==> config.mk <==
export PLATFORM = sky130hd
export DESIGN_NAME = cont_10_down_sync
export DESIGN_NICKNAME = d
export VERILOG_FILES = /design/src/rtl/cont_10_down_sync_pkg.sv /design/src/rtl/cont_10_down_digit.sv /design/src/rtl/cont_10_down_sync.sv
export SDC_FILE = /design/constraint.sdc
export NUM_CORES = 1
export LEC_CHECK = 0
export CORE_AREA = 2 2 39 41
export CTS_BUF_LIST = sky130_fd_sc_hd__clkbuf_4 sky130_fd_sc_hd__clkbuf_8 sky130_fd_sc_hd__clkbuf_16
export CTS_CLUSTER_SIZE = 14
export DETAILED_ROUTE_END_ITERATION = 10
export DIE_AREA = 0 0 41 43
export DONT_BUFFER_PORTS = 1
export PLACE_DENSITY = 0.64
export SLEW_MARGIN = 20
export SYNTH_ARGS = -nofsm -noshare
export SYNTH_HDL_FRONTEND = slang
export SYNTH_SLANG_ARGS = --single-unit
==> constraint.sdc <==
create_clock -name clk -period 1.93 [get_ports clk]
set_clock_uncertainty 0.2 [all_clocks]
set_input_delay 0.193 -clock clk [delete_from_list [all_inputs] [get_ports clk]]
set_output_delay 0.193 -clock clk [all_outputs]
set_load 0.03 [all_outputs]
==> src/rtl/cont_10_down_sync_pkg.sv <==
// Shared BCD constants and helpers for the decade down-counter.
// Latency: n/a (declarations only).
// Backpressure: n/a.
package cont_10_down_sync_pkg;

  localparam int          BCD_W    = 4;
  localparam logic [3:0]  BCD_MAX  = 4'd9;
  localparam logic [3:0]  BCD_ZERO = 4'd0;

  // Out-of-range digits load as 9 so the counter always starts in BCD.
  function automatic logic [BCD_W-1:0] bcd_clamp(input logic [BCD_W-1:0] d);
    return (d > BCD_MAX) ? BCD_MAX : d;
  endfunction

endpackage

==> src/rtl/cont_10_down_digit.sv <==
// One BCD digit of the down-counter: reset > load > decrement > hold.
// Latency: 1 clk edge from rst/load/dec to q.
// Backpressure: none; dec is a plain strobe from the top level.
module cont_10_down_digit
  import cont_10_down_sync_pkg::*;
(
  input  logic             clk,
  input  logic             rst,
  input  logic             load,
  input  logic [BCD_W-1:0] d,
  input  logic             dec,
  output logic [BCD_W-1:0] q,
  output logic             is_zero
);

  logic [BCD_W-1:0] digit_q;
  logic [BCD_W-1:0] digit_d;

  // Next digit value; 0 and any corrupted value >9 both step to 9.
  always_comb begin
    digit_d = digit_q;
    if (load) begin
      digit_d = bcd_clamp(d);
    end else if (dec) begin
      if ((digit_q == BCD_ZERO) || (digit_q > BCD_MAX)) begin
        digit_d = BCD_MAX;
      end else begin
        digit_d = digit_q - 4'd1;
      end
    end
  end

  // Digit register with synchronous reset to zero.
  always_ff @(posedge clk) begin
    if (rst) begin
      digit_q <= BCD_ZERO;
    end else begin
      digit_q <= digit_d;
    end
  end

  assign q       = digit_q;
  assign is_zero = (digit_q == BCD_ZERO);

endmodule

==> src/rtl/cont_10_down_sync.sv <==
// Cascadable synchronous BCD down-counter, DIGITS decades, optional stop at zero.
// Latency: 1 clk edge from rst/load/en to q; zero and tc are combinational.
// Backpressure: none; tc feeds the next stage's en for cascading.
module cont_10_down_sync
  import cont_10_down_sync_pkg::*;
#(
  parameter int DIGITS       = 2,
  parameter int STOP_AT_ZERO = 0
) (
  input  logic                    clk,
  input  logic                    rst,
  input  logic                    load,
  input  logic [BCD_W*DIGITS-1:0] din,
  input  logic                    en,
  output logic [BCD_W*DIGITS-1:0] q,
  output logic                    zero,
  output logic                    tc
);

  logic [DIGITS-1:0] is_zero;
  logic [DIGITS-1:0] dec;
  logic              cnt_en;

  // In stop mode the count freezes at all-zero; tc still fires from en.
  assign cnt_en = en & ~((STOP_AT_ZERO != 0) & zero);

  // Borrow chain: a digit decrements when every lower digit is at zero.
  always_comb begin
    logic borrow;
    dec    = '0;
    borrow = cnt_en;
    for (int i = 0; i < DIGITS; i++) begin
      dec[i] = borrow;
      borrow = borrow & is_zero[i];
    end
  end

  for (genvar i = 0; i < DIGITS; i++) begin : g_digit
    cont_10_down_digit u_digit (
      .clk     (clk),
      .rst     (rst),
      .load    (load),
      .d       (din[BCD_W*i +: BCD_W]),
      .dec     (dec[i]),
      .q       (q[BCD_W*i +: BCD_W]),
      .is_zero (is_zero[i])
    );
  end

  assign zero = &is_zero;
  assign tc   = en & zero & ~load & ~rst;

endmodule

# Word level (Yosys, flattened, before mapping)
# Index checks and enable logic that the tools add are counted.
# classes
addsub	2
mul	0
div_mod_pow	0
n_lt_le_gt_ge	4
n_eq_ne	0
shift	0
muxes	8
bitwise_logic	6
n_reduce_logical	7
# op_table
operator	count
two-way mux 4 bit	8
greater-than comparator 4 bit, second input constant	4
logical NOT 4 bit	2
subtractor 4 x 1 -> 4 bit, second input constant	2
AND 1 bit	4
nonzero test 2 bit	2
logical OR 1 bit	2
inverter 1 bit	2
AND reduction 2 bit	1
# totals
reg_bits	8
latch_bits	0
ram_bits	0
mem_bits_ro	0
inputBits	12
output_inout_bits	10
word_cells	29
n_memories	0

# Depth between registers and ports, before layout
# logic_depth
ltp_word	5
ltp_mapped	7
mapped_depth_nobuf	6

# Hierarchy
# A second synthesis with hierarchy kept.
# hier_totals
cells_unflattened	74
area_unflattened_um2	651.9
# by_module_without_submodules
module	n_inst	cells_per_inst	area_each_um2	seq_area_each_um2
cont_10_down_digit	2	35	312.8	80.1
cont_10_down_sync	1	4	26.3	0.0

# Worst setup path after synthesis
# OpenSTA, ideal clock, no wires.
# synth_path
kind	register -> output
start	register g_digit[1].u_digit.digit_q[0]
end	output port tc
t_arrival_ns	2.022
required_time_ns	1.537
setup_slack_ns	-0.485
stages_incl_launch_ff	5
n_path_buf	0
cell_sequence	dfxtp_1 inv_1 ha_1 nor3b_1 nor4b_1
# synth_via
elab_chain_cells	5
# synth_rtl
element	line	source
start: declaration	cont_10_down_digit.sv:16	logic [BCD_W-1:0] digit_q;
start signal: assignment	cont_10_down_digit.sv:38	digit_q <= digit_d;
logical NOT 4 bit	cont_10_down_digit.sv:43	assign is_zero = (digit_q == BCD_ZERO);
AND reduction 2 bit	cont_10_down_sync.sv:50	assign zero = &is_zero;
AND 1 bit (3 in series)	cont_10_down_sync.sv:51	assign tc = en & zero & ~load & ~rst;
end: declaration	cont_10_down_sync.sv:17	output logic tc
# Every way passes these cells.

# Final worst setup path
# Same ends and word-level chain as after synthesis.

==> flow_summary.toml <==
[worst_setup_path]
crit_type = "flip-flop to output port"
start_kind = "flip-flop"
worst-endpoint-required_ps = 1540
path_max_fanout = 3
cp-end-kind = "output port"
arrival_ps = 1440
r2r_slack_ps = 130

[synth]
syn_nets = 94
synth_cell_types = 36
yosys_warnings = 0
synth_cells = 77
synth_async_sr_flop_share_pct = 0
synth_area_sq_um = 644
ys_ff_latch = 8
synth-edff-count = 0
postSynthAreaPerCell_sq_um = 8.37
ys.flop_type = "dfxtp_1"
seq_area_frac_synth_pct = 24.9

[global_route]
grt_max_degree = 12
grt_pass1_wl_microns = 2680
grt_usage_pct = 22.8
use_met2_pct = 39.1
met1_usage_pct = 23.3
grt-ovfl-total = 0
top_usage_layer = "met2"
grt_pass1_vias = 666
met3_usage_pct = 7.33
antenna_found_initial = 0

[finish]
largest_register_ffs = 8
drive_gt1_share_pct = 29.3
final_nets = 111
layout_commonest_cell = "nor2_1"
n_fill_cell = 125
final_cell_mix = "nor2_1 (9), buf_4 (8), dlygate4sd3_1 (7)"
area_growth_pct = 33.6
antenna_cells = 0

[clocking]
path_clk_slew_ps = 50
clock_latency_ps = 270
clockBufferDepth = 2
numCtsBuffers = 3
cts.sinks = 8
cts_max_level = 1
clockRootBuffer = "clkbuf_4"
cts_tree = "built"

[drt]
first_pass_iters = 4
routed_wl_microns = 1710
vias_per_cell = 6.18
final_antenna_net_count = 0
drt_iter0_drc = 2
drc = 0
wl_per_cell_microns = 15.9
vias = 667

[die]
coreArea_sq_um = 1380
die-width_microns = 41
die_y_microns = 43
start_util_pct = 46.6
io_pins = 22
row_count = 14
dieArea_sq_um = 1760

[timing]
hold_viol_final = 0
fin_setup_tns_ps = 0
maxSlewViolCount = 0
setup_viol = 0
period_needed_ps = 1830
fmaxAchievable_ghz = 0.547
maxSlewHeadroom_pct = 73.7
worst_slack_ps = 101
fin_crit_sh_pct = 94.8
worst_slew_pin_slew_ps = 385

[placement]
finalWeightedCongestion = 0.678
pre_cts_slack_ps = 113
hpwlAfterDp_microns = 1200
io_buffer_count = 0

[power_and_ir_drop]
worst_ir_drop_vdd_v = 0.000399
power.density_nw_per_um2 = 655
leakage_nw = 0.332

[min_path]
hold_class = "primary input to flip-flop"

[flow_run]
drv_cap = 0

[run_status]
status = "finished, final reports clean"
[logic make-up (layout without fill, tap and decap cells)]
group                    Yosys count  count (layout)  share of synthesized area, %
adder cells (fa/ha/maj)            5               5                          9.71
AO/OA/AOI/OAI                     23              23                          30.1
flip-flops                         8               8                          24.9
AND/OR/NAND/NOR                   31              31                          28.2
buffers and inverters             10              25                          7.18
[Yosys cell counts (2+ instances only)]
cell type | number | share of area [%]
nor2_1 | 10 | 5.8
dfxtp_1 | 8 | 25
inv_1 | 6 | 3.5
ha_1 | 5 | 9.7
nor2b_1 | 5 | 4.9
a211oi_1 | 3 | 3.5
nor4_1 | 3 | 2.9
o21ai_0 | 3 | 2.3
a221oi_1 | 2 | 2.7
a221oi_2 | 2 | 4.7
nand2b_1 | 2 | 1.9
nand4b_1 | 2 | 2.7
o21a_1 | 2 | 2.3
o311a_1 | 2 | 3.1
[worst max-delay path: stages (launching register included)]
cell     delay (ps)
dfxtp_1         330
inv_2            90
ha_4            150
nor3b_4         220
nor4b_4         240
buf_6           160
[power breakdown]
group          switching [mW]  internal (mW)  leakage, nW  total (mW)
Combinational           0.128         0.0999        0.251       0.228
Sequential             0.0205          0.181       0.0669       0.202
Clock                  0.0629         0.0716       0.0138       0.134
[metrics by stage]
stage               power, mW  std cells  hold WS, ps  cell area [sq um]  utilization [%]
global placement        0.389         98         62.4                724             52.4
CTS                     0.559        108         6.06                843             60.9
floorplan               0.356         77          172                661                -
global route            0.601        108       -0.268                861             62.2
finish                  0.564        108         13.5                861             62.2
detailed placement      0.393         98         63.2                724             52.4
[final timing paths]
check / startpoint / to / depth (start not counted)
max: g_digit[1].u_digit.q[0]$_SDFFE_PP0P_ / tc / 5
min: load / g_digit[1].u_digit.q[0]$_SDFFE_PP0P_ / 2
max reg2reg: g_digit[0].u_digit.q[0]$_SDFFE_PP0P_ / g_digit[0].u_digit.q[2]$_SDFFE_PP0P_ / 7
min reg2reg: g_digit[0].u_digit.q[1]$_SDFFE_PP0P_ / g_digit[0].u_digit.q[1]$_SDFFE_PP0P_ / 2
[layer usage]
layer / wire length (microns) / part of all wire [%] / up-vias
li1: - / - / 321
met1: 665 / 39 / 320
met2: 902 / 53 / 23
met3: 114 / 6.7 / 3
met4: 30 / 1.8 / 0
met5: 0 / 0 / -
[timing repair]
action,in CTS,in global routing
buffers inserted,0,0
setup endpoints to repair,2,3
endpoints found under the hold margin,8,0
hold buffers,7,0
resized for setup,5,9
[final cells by class]
class | instances | area, sq um | area share, %
clock buffers | 3 | 22.5 | 2.62
inverters | 6 | 22.5 | 2.62
multi-input cells | 59 | 492 | 57.1
flip-flops and latches | 8 | 163 | 18.9
well taps | 16 | 20.0 | 2.33
repair buffers | 16 | 141 | 16.4
Power figures use the tool's default switching activity.
